<file path="src/rtl/vcgrey_nre.sv">
// vcgrey_nre: parametrised up/down Gray-code counter with parallel Gray load,
// asynchronous active-low clear, wrap/saturate mode, terminal count and cascade enable.
module vcgrey_nre #(
    parameter int unsigned WIDTH    = 4,
    parameter bit          SATURATE = 1'b0
) (
    input  logic             clk,
    input  logic             clr,
    input  logic             ce,
    input  logic             up,
    input  logic             ld,
    input  logic [WIDTH-1:0] D,
    output logic [WIDTH-1:0] Y,
    output logic [WIDTH-1:0] B,
    output logic             TC,
    output logic             CEO
);
    logic [WIDTH-1:0] ld_bin;
    logic [WIDTH-1:0] nxt;

    // Binary bit i is the XOR of Gray bits [WIDTH-1:i].
    always_comb begin
        ld_bin = '0;
        for (int unsigned i = 0; i < WIDTH; i++) begin
            ld_bin[i] = ^(D >> i);
        end
    end

    always_comb begin
        TC  = up ? (B == '1) : (B == '0);
        CEO = ce & TC;
    end

    always_comb begin
        nxt = B;
        if (ld) begin
            nxt = ld_bin;
        end else if (ce && !(SATURATE && TC)) begin
            nxt = up ? B + 1'b1 : B - 1'b1;
        end
    end

    // Y is its own flop, encoded from the next state, so it never glitches through a decoder.
    always_ff @(posedge clk or negedge clr) begin
        if (!clr) begin
            B <= '0;
            Y <= '0;
        end else begin
            B <= nxt;
            Y <= nxt ^ (nxt >> 1);
        end
    end
endmodule

</file>
<file path="config.mk">
export PLATFORM = sky130hd
export DESIGN_NAME = vcgrey_nre
export DESIGN_NICKNAME = d
export VERILOG_FILES = /design/src/rtl/vcgrey_nre.sv
export SDC_FILE = /design/constraint.sdc
export NUM_CORES = 1
export LEC_CHECK = 0
export BUFFER_PORTS_ARGS = -buffer_cell sky130_fd_sc_hd__buf_4
export CORE_AREA = 2 2 39 41
export DETAILED_ROUTE_END_ITERATION = 8
export DIE_AREA = 0 0 41 43
export PLACE_DENSITY = 0.75
export SKIP_CTS_REPAIR_TIMING = 1
export SLEW_MARGIN = 20
export SYNTH_ARGS = -nofsm -noshare
export SYNTH_HDL_FRONTEND = slang
export SYNTH_SLANG_ARGS = --single-unit
</file>
<file path="constraint.sdc">
create_clock -name clk -period 1.9 [get_ports clk]
set_input_delay 0.475 -clock clk [delete_from_list [all_inputs] [get_ports clk]]
set_output_delay 0.475 -clock clk [all_outputs]
set_load 0.1 [all_outputs]
</file>
### Yosys cells after proc, flatten, opt, wreduce, memory -nomap -nowiden

Cells that the tools add are included.

* $add $sub $neg: 2
* equal/unequal tests: 1
* bitwise gates (word level): 2
* reductions and logical operators: 5
* muxes and demuxes: 4

Operators by type and width (number)
* XOR reduction 4 bit: 4
* two-way mux 4 bit: 3
* adder 4 x 1 -> 4 bit (second input constant): 1
* equality test 4 bit (second input constant): 1
* zero test 4 bit: 1
* subtractor 4 x 1 -> 4 bit (second input constant): 1
* bitwise XOR 4 x 3 -> 4 bit: 1
* AND 1 bit: 1
* two-way mux 1 bit: 1

* bits in registers: 8
* bits of input ports: 9
* logic and storage cells: 16

### Depth between registers and ports, before layout

Gate-level depths: netlist of run 1.

* depth in word-level cells: 5
* mapped depth: 6
* mapped depth without buffers: 6

### Worst setup path after synthesis of run 1

Ideal clock, no wire load.

* path type: register to output
* start: register B[0]
* end: output CEO
* slack: -2.285 ns
* buffers on the path: 0
* arrival time: 3.710 ns
* cell stages (with the launch flop): 4
* cell sequence: dfrtp_1 -> or4_1 -> o21ai_1 -> and2_1

* word-level cells in the longest chain between the ends: 3

Ends and longest elaborated chain
* start, declared: line 14 `output logic [WIDTH-1:0] B,`
* start signal, assigned: line 49 `B <= nxt;`
* equality test 4 bit / zero test 4 bit (equally long branches): line 30 `TC = up ? (B == '1) : (B == '0);`
* two-way mux 1 bit *: line 30
* net TC: line 15 `output logic TC,`
* AND 1 bit *: line 31 `CEO = ce & TC;`
* end, declared: line 16 `output logic CEO`

The timed path passes the listed nets; every way through them passes the cells marked *.

### Worst setup path in the final report of run 1

* start: register B[0]
* end: output CEO

* word-level cells in the longest chain between the ends: 3

Ends and longest elaborated chain (line)
* equality test 4 bit / zero test 4 bit (equally long branches): 30
* two-way mux 1 bit *: 30
* AND 1 bit *: 31

Every way passes the cells marked *; elsewhere a longest branch is shown, timed or not.

==> results of run 1 <==
-- per-layer routing --
layer  vias up  wire [µm]  track usage (%)
met5         -          0                0
met4         0         43             14.0
met3         4         53             1.57
met2        16        568             26.3
met1       221        487             22.5
li1        236          -                -
-- sequential cells by signal, indices dropped and copies added, names as in the netlist --
signal  cells
Y           3
B           4
-- where the power goes --
group / switching (µW) / leakage (µW) / internal (µW)
Combinational: 523 / 0.000275 / 211
Clock: 52.0 / 0.0000150 / 80.0
Sequential: 30.3 / 0.0000783 / 198
-- cell families after synthesis --
group | share of synthesized area, %
buf+inv | 6.63
compound gates | 14.2
simple gates | 20.9
xor+xnor | 14.7
flops | 33.2
fa+ha+maj | 8.53
mux | 1.90
-- worst max-delay path, delay by kind of cell (launching register included) --
kind / cells / cell delay (ns)
AOI/OAI and AO/OA: 1 / 0.14
buffers and inverters: 1 / 0.16
DFF: 1 / 0.47
and+or+nand+nor: 2 / 0.68
-- final timing paths --
path	slack, ns	from	to	cells after the start
worst max-delay path	-0.29	B[0]$_DFF_PN0_	CEO	4
worst min register to register	0.78	B[3]$_DFF_PN0_	B[3]$_DFF_PN0_	2
worst max register to register	0.11	B[2]$_DFF_PN0_	Y[2]$_DFF_PN0_	6
max in group asynchronous	1.74	clr	B[1]$_DFF_PN0_	1
worst min-delay path	0.02	clr	B[0]$_DFF_PN0_	1
min in group clk	0.45	D[0]	Y[0]$_DFF_PN0_	3
-- placed cells by master, fill, tap and decap left out, types with 2 or more instances in the layout --
cell,count
a21oi_1,4
buf_12,2
buf_4,23
clkbuf_4,3
dfrtp_1,3
dfrtp_2,2
dfrtp_4,2
ha_1,2
inv_1,3
nand2_1,2
nand3_1,2
nor2_1,2
xnor2_1,3
xor2_1,4
-- through the flow --
| stage | instances | total power (µW) |
|---|---|---|
| floorplan | 53 | 784 |
| CTS | 94 | 1090 |
| detailed placement | 90 | 956 |
| global route | 95 | 1160 |
| global placement | 90 | 944 |
| finish | 95 | 1090 |
-- final cells by class --
cell class	count	area [µm²]	area share, %
flip-flops and latches	7	185	23.3
clock buffers	4	26.3	3.31
multi-input cells	40	339	42.7
inverters	3	11.3	1.42
repair buffers	25	213	26.8
well taps	16	20.0	2.52
==> flow_metrics.tcl, run 1 <==
set metrics [dict create \
    whs_ns 0.0244 \
    startpoint_type "register" \
    firstDrtPassIters 3 \
    pwr_density_cell_nw_per_um2 1380 \
    rsz0062_at_grt "true" \
    cp-end-kind "primary output" \
    postSynthCellCount 53 \
    slew_headroom_pct 81.6 \
    required_ns 1.42 \
    hold_violations 0 \
    synth_area_leader_cell "dfrtp_1" \
    grt_usage_pct 17.8 \
    synthesis.area_um2 528 \
    fin_area_um2 795 \
    synth_area_per_cell_um2 9.96 \
    dp.final_hpwl_um 953 \
    status "finished with violations" \
    overflow 0 \
    cts_buffers 3 \
    cts_tree "yes" \
    nNetsFinal 92 \
    path_class "reg -> out" \
    synth_edf_count 0 \
    finalSetupTns_ns -0.545 \
    clk_latency_ns 0.25 \
    grt_max_degree 15 \
    fmax_mhz 457 \
    final.min_clock_period_ns 2.19 \
    vias 477 \
    cp.arrival_ns 1.71 \
    ant_nets 0 \
    drc 0 \
    synth-main-ff-cell "dfrtp_1" \
    violations "setup timing" \
    gp_congestion 0.731 \
    numPortBuffers 18 \
    vdd_ir_drop_max_v 0.000593 \
    setup_slack_ns -0.290 \
    p_leak_uw 0.000369 \
    yosysSeqAreaShare_pct 33.2 \
    clockBufferDepth 2 \
    synth.most_common_cell "dfrtp_1" \
    slew_violations 0 \
    antenna_found_initial 0 \
    path_cells "or4_4 -> o21ai_4 -> and2_4 -> buf_12" \
    drive_gt1_share_pct 49.4 \
    tightest_slew_ns 0.279 \
    wirelength_mm 1.15 \
    hold_class "in -> async" \
    die_h_um 43 \
    clock_skew_ns 0.00364 \
    netlist_top_cells_count "7 x dfrtp_1, 4 x a21oi_1, 4 x xor2_1" \
    clkTransAtPathRegs_ns 0.05 \
    cpPeakStageDelay_ns 0.52 \
    grt_first_pass_wirelength_mm 2.05 \
    die_w_um 41 \
    drv_cap 0 \
    finalCritPeriodShare_pct 115 \
    vias_per_cell 5.02 \
    core.rowCount 14 \
    synth-seq-cells 7 \
    grt_pass1_vias 474 \
    setup_viol 2 \
    clock-sinks 7 \
    top_level_ports 19 \
    pre_cts_slack_ns -0.289 \
    drt_iter0_markers 7 \
    cts_root_buffer "clkbuf_4" \
    htreeDepth 1 \
    num-fill-cells 128 \
    synth_area_leaders "dfrtp_1 33%, xor2_1 6.6%, xnor2_1 5.0%" \
    place_area_um2 736 \
    die_area_um2 1760 \
    fin_util_pct 57.4 \
    yosys_warnings 0 \
    synthArstFlopShare_pct 100 \
    synth_top_area_share_pct 33.2 \
    worst-path-max-fanout 2 \
    syn_nets 65 \
    area_growth_pct 50.5 \
    core-area_um2 1380 \
    diodes 0 \
    ys_types 32 \
    initial_core_util_pct 38.2 \
    avgRoutedWirePerCell_um 12.1 \
    worst_path_max_delay_cell "or4_4" \
]
Power figures use the tool's default switching activity.
==> run 2, diff against run 1 <==
==> constraint.sdc (replaced) <==
create_clock -name clk -period 1.9 [get_ports clk]
set_input_delay 0.285 -clock clk [delete_from_list [all_inputs] [get_ports clk]]
set_output_delay 0.285 -clock clk [all_outputs]
set_load 0.1 [all_outputs]
==> flow_metrics.tcl, run 2 (same netlist as run 1, synthesis figures left out) <==
set metrics [dict create \
    largestRegisters "B (4), Y (3)" \
    clockBufferDepth 2 \
    wirelength_mm 1.21 \
    finalCritPeriodShare_pct 105 \
    cp.arrival_ns 1.72 \
    rsz0062_at_grt "true" \
    area_growth_pct 47.9 \
    hold_violations 0 \
    p_clk_share_pct 12.3 \
    drive_gt1_share_pct 51.3 \
    antenna_found_initial 0 \
    cts_root_buffer "clkbuf_4" \
    initial_core_util_pct 38.2 \
    largest_register_ffs 4 \
    top_register "B" \
    seq_power_share_pct 21.8 \
    overflow 0 \
    pwr_density_cell_nw_per_um2 1400 \
    vias 478 \
    fmax_mhz 499 \
    htreeDepth 1 \
    slew_violations 0 \
    worst_path_max_delay_cell "or4_4" \
    required_ns 1.62 \
    drc 0 \
    violations "setup timing" \
    num-fill-cells 135 \
    clock_skew_ns 0.00287 \
    tightest_slew_ns 0.276 \
    firstDrtPassIters 2 \
    drt_iter0_markers 9 \
    clkTransAtPathRegs_ns 0.05 \
    cts_tree "yes" \
    combPwrFrac_pct 65.9 \
    clock-sinks 7 \
    die_h_um 43 \
    drv_cap 0 \
    final_common_cell "buf_4" \
    grt_usage_pct 17.5 \
    core-area_um2 1380 \
    ant_nets 0 \
    path_cells "or4_4 -> o21ai_4 -> and2_4 -> buf_12" \
    setup_slack_ns -0.103 \
    dpl.cell_count 86 \
    dp.final_hpwl_um 966 \
    gp_congestion 0.748 \
    slew_headroom_pct 81.5 \
    hold_class "in -> reg" \
    grt_max_degree 15 \
    status "finished with violations" \
    worst-path-max-fanout 2 \
    sw_frac_of_total_pct 56.3 \
    avgRoutedWirePerCell_um 13.1 \
    cts_buffers 3 \
    die_area_um2 1760 \
    grt_first_pass_wirelength_mm 1.95 \
    final.min_clock_period_ns 2.00 \
    die_w_um 41 \
    cp-end-kind "primary output" \
    top_level_ports 19 \
    layoutNonFillerInstCount 92 \
    core.rowCount 14 \
    startpoint_type "register" \
    numPortBuffers 18 \
    path_class "reg -> out" \
    grt_pass1_vias 460 \
    whs_ns 0.258 \
    p_leak_uw 0.000356 \
    nNetsFinal 89 \
    vdd_ir_drop_max_v 0.000580 \
    vias_per_cell 5.20 \
    setup_viol 2 \
    diodes 0 \
    intPower_uw 476 \
    mostFrequentLayoutCells "20 x buf_4, 4 x xor2_1" \
    clk_latency_ns 0.25 \
    switchingPower_uw 613 \
    cpPeakStageDelay_ns 0.53 \
]
==> run 2: through the flow <==
| stage | power (µW) | cell area, µm² | setup WS (ns) | utilization [%] | TNS, ns |
|---|---|---|---|---|---|
| finish | 1090 | 781 | -0.103 | 56.4 | -0.182 |
| global route | 1150 | 781 | -0.147 | 56.4 | -0.286 |
| CTS | 1070 | 732 | -0.232 | 52.9 | -0.347 |
| detailed placement | 929 | 706 | 0.0513 | 51.0 | 0 |
| global placement | 915 | 706 | 0.0756 | 51.0 | 0 |
| floorplan | 784 | 559 | -0.635 | - | -0.825 |
==> run 2: worst max-delay path: cells and delay by family, from the launching register on <==
kind | cells | cell delay [ns]
buffers and inverters | 1 | 0.16
AO/OA/AOI/OAI | 1 | 0.14
flip-flops | 1 | 0.47
AND/OR/NAND/NOR | 2 | 0.69
==> run 2: layout make-up <==
class / count / area, µm² / share of cell area [%]
clock buffers: 4 / 26.3 / 3.37
inverters: 3 / 11.3 / 1.44
multi-input cells: 40 / 358 / 45.8
flip-flops and latches: 7 / 185 / 23.7
well taps: 16 / 20.0 / 2.56
repair buffers: 22 / 180 / 23.1
==> run 2: path summary, 6_finish.rpt <==
kind | startpoint | slack, ns | cells after the start | endpoint
setup reg to reg | B[0]$_DFF_PN0_ | 0.09 | 7 | Y[1]$_DFF_PN0_
setup / recovery | B[0]$_DFF_PN0_ | -0.10 | 4 | CEO
min in group asynchronous | clr | 0.38 | 2 | B[3]$_DFF_PN0_
max in group asynchronous | clr | 1.38 | 2 | B[0]$_DFF_PN0_
hold reg to reg | B[3]$_DFF_PN0_ | 0.77 | 2 | B[3]$_DFF_PN0_
hold / removal | D[0] | 0.26 | 3 | Y[0]$_DFF_PN0_
==> run 2: metal layers <==
layer | routed length [µm] | global-route usage [%] | part of all wire [%] | up-vias
met2 | 598 | 26.6 | 49 | 19
met3 | 69 | 1.57 | 5.7 | 7
li1 | - | - | - | 231
met4 | 77 | 20.0 | 6.4 | 0
met5 | 0 | 0 | 0 | -
met1 | 465 | 18.2 | 38 | 221
==> run 2: power groups by stage <==
stage | registers [µW] | clock network, µW | logic, µW
2_1_floorplan | 546 | 0 | 238
6_report | 237 | 134 | 718
3_5_place_dp | 239 | 0 | 690
3_3_place_gp | 238 | 0 | 677
4_1_cts | 237 | 141 | 690
5_1_grt | 244 | 154 | 756
==> run 3, diff against run 2 <==
--- a/config.mk
+++ b/config.mk
@@ -5,11 +5,11 @@
 export SDC_FILE = /design/constraint.sdc
 export NUM_CORES = 1
 export LEC_CHECK = 0
-export BUFFER_PORTS_ARGS = -buffer_cell sky130_fd_sc_hd__buf_4
 export CORE_AREA = 2 2 39 41
 export DETAILED_ROUTE_END_ITERATION = 8
 export DIE_AREA = 0 0 41 43
-export PLACE_DENSITY = 0.75
+export DONT_BUFFER_PORTS = 1
+export PLACE_DENSITY = 0.63
 export SKIP_CTS_REPAIR_TIMING = 1
 export SLEW_MARGIN = 20
 export SYNTH_ARGS = -nofsm -noshare
==> flow_metrics.tcl, run 3 (same netlist as run 1, synthesis figures left out) <==
set metrics [dict create \
    cts_buffers 3 \
    cts_root_buffer "clkbuf_4" \
    rsz0062_at_grt "true" \
    top_register "B" \
    p_leak_uw 0.000294 \
    r2r-start "B[2]$_DFF_PN0_" \
    diodes 0 \
    path_class "reg -> out" \
    gp_congestion 0.782 \
    top_level_ports 19 \
    worst_path_max_delay_cell "or4_4" \
    cpPeakStageDelay_ns 0.53 \
    met3_length_um 60 \
    power_uw 1020 \
    mostFrequentLayoutCells "7 x buf_4, 4 x xor2_1, 4 x a21oi_1" \
    firstDrtPassIters 4 \
    drt_iter0_markers 6 \
    largest_register_ffs 4 \
    met1_length_um 420 \
    worst-path-max-fanout 3 \
    wl_met2_um 551 \
    path_cells "or4_4 -> o21ai_4 -> and2_4" \
    drc 0 \
    cp.arrival_ns 1.74 \
    crit_buf_inv 0 \
    clock_skew_ns 0.00958 \
    vias 428 \
    setup_viol 2 \
    hold_violations 0 \
    vias_per_cell 5.35 \
    die_h_um 43 \
    highest_layer "met3" \
    tightest_slew_ns 0.547 \
    grt_max_degree 15 \
    drv_cap 0 \
    setup_slack_ns -0.124 \
    finalSetupTns_ns -0.199 \
    clockBufferDepth 2 \
    clkTransAtPathRegs_ns 0.06 \
    avgRoutedWirePerCell_um 12.9 \
    htreeDepth 1 \
    grt_first_pass_wirelength_mm 1.68 \
    numPortBuffers 0 \
    grt_usage_pct 14.3 \
    dp.final_hpwl_um 797 \
    largestRegisters "B (4), Y (3)" \
    area_growth_pct 28.0 \
    nNetsFinal 77 \
    wirelength_mm 1.03 \
    final_common_cell "buf_4" \
    antenna_found_initial 0 \
    status "finished with violations" \
    dpl.cell_count 74 \
    layoutNonFillerInstCount 80 \
    core.rowCount 14 \
    crit_family "simple AND/OR/NAND/NOR gates" \
    slew_headroom_pct 63.9 \
    fmax_mhz 494 \
    overflow 0 \
    required_ns 1.62 \
    startpoint_type "register" \
    clk_latency_ns 0.25 \
    slew_violations 0 \
    violations "setup timing" \
    fin_util_pct 48.8 \
    cp-end-kind "primary output" \
    clock-sinks 7 \
    vdd_ir_drop_max_v 0.000441 \
    hold_class "in -> reg" \
    grt_pass1_vias 415 \
    pwr_density_cell_nw_per_um2 1510 \
    whs_path_depth 1 \
    drive_gt1_share_pct 35.9 \
    hp-start "ld" \
    ant_nets 0 \
    cts_tree "yes" \
    final.min_clock_period_ns 2.02 \
    core-area_um2 1380 \
    reg2reg_slack_ns 0.20 \
    die_area_um2 1760 \
    finalCritPeriodShare_pct 107 \
    r2r_cells 5 \
    r2r-end "Y[2]$_DFF_PN0_" \
    initial_core_util_pct 38.2 \
    hold_end "B[0]$_DFF_PN0_" \
    die_w_um 41 \
]
run 3: final cells by class:
type,count,area (µm²)
fillers,133,708
multi-input cells,40,339
flip-flops and latches,7,185
repair buffers,10,93.8
clock buffers,4,26.3
well taps,16,20.0
inverters,3,11.3
run 3: worst max-delay path by stage:
stage	to	startpoint	depth (start not counted)	slack, ns
after floorplan	CEO	B[0]$_DFF_PN0_	3	-0.64
after global placement	CEO	B[0]$_DFF_PN0_	3	0.13
after detailed placement	CEO	B[0]$_DFF_PN0_	3	0.12
after CTS	CEO	B[0]$_DFF_PN0_	3	-0.15
after global routing	CEO	B[0]$_DFF_PN0_	3	-0.15
final	CEO	B[0]$_DFF_PN0_	3	-0.12
run 3: worst reg2reg max path: cells and delay by family, from the launching register on:
kind	cells	cell delay, ns
AOI/OAI and AO/OA	2	0.23
xor gates and xnor gates	1	0.15
adders and majority gates	1	0.37
DFF	1	0.44
and+or+nand+nor	1	0.40
run 3: where the power goes:
| part | internal, µW | switching, µW | leakage [µW] |
|---|---|---|---|
| clock | 79.9 | 51.2 | 0.0000150 |
| sequential | 198 | 39.4 | 0.0000783 |
| combinational | 163 | 489 | 0.000201 |
run 3: metal layers:
metal / up-vias / GRT usage, %
met3: 0 / 2.09
li1: 207 / -
met5: - / 0
met4: 0 / 10.0
met2: 18 / 22.8
met1: 203 / 16.2
run 3: stage by stage:
step / hold slack (ns) / worst slack [ns] / cell area [µm²]
5_1_grt: 0.133 / -0.154 / 676
3_5_place_dp: -0.0104 / 0.120 / 616
6_report: 0.127 / -0.124 / 676
4_1_cts: -0.277 / -0.152 / 642
2_1_floorplan: -0.0106 / -0.635 / 559
3_3_place_gp: -0.0104 / 0.135 / 616
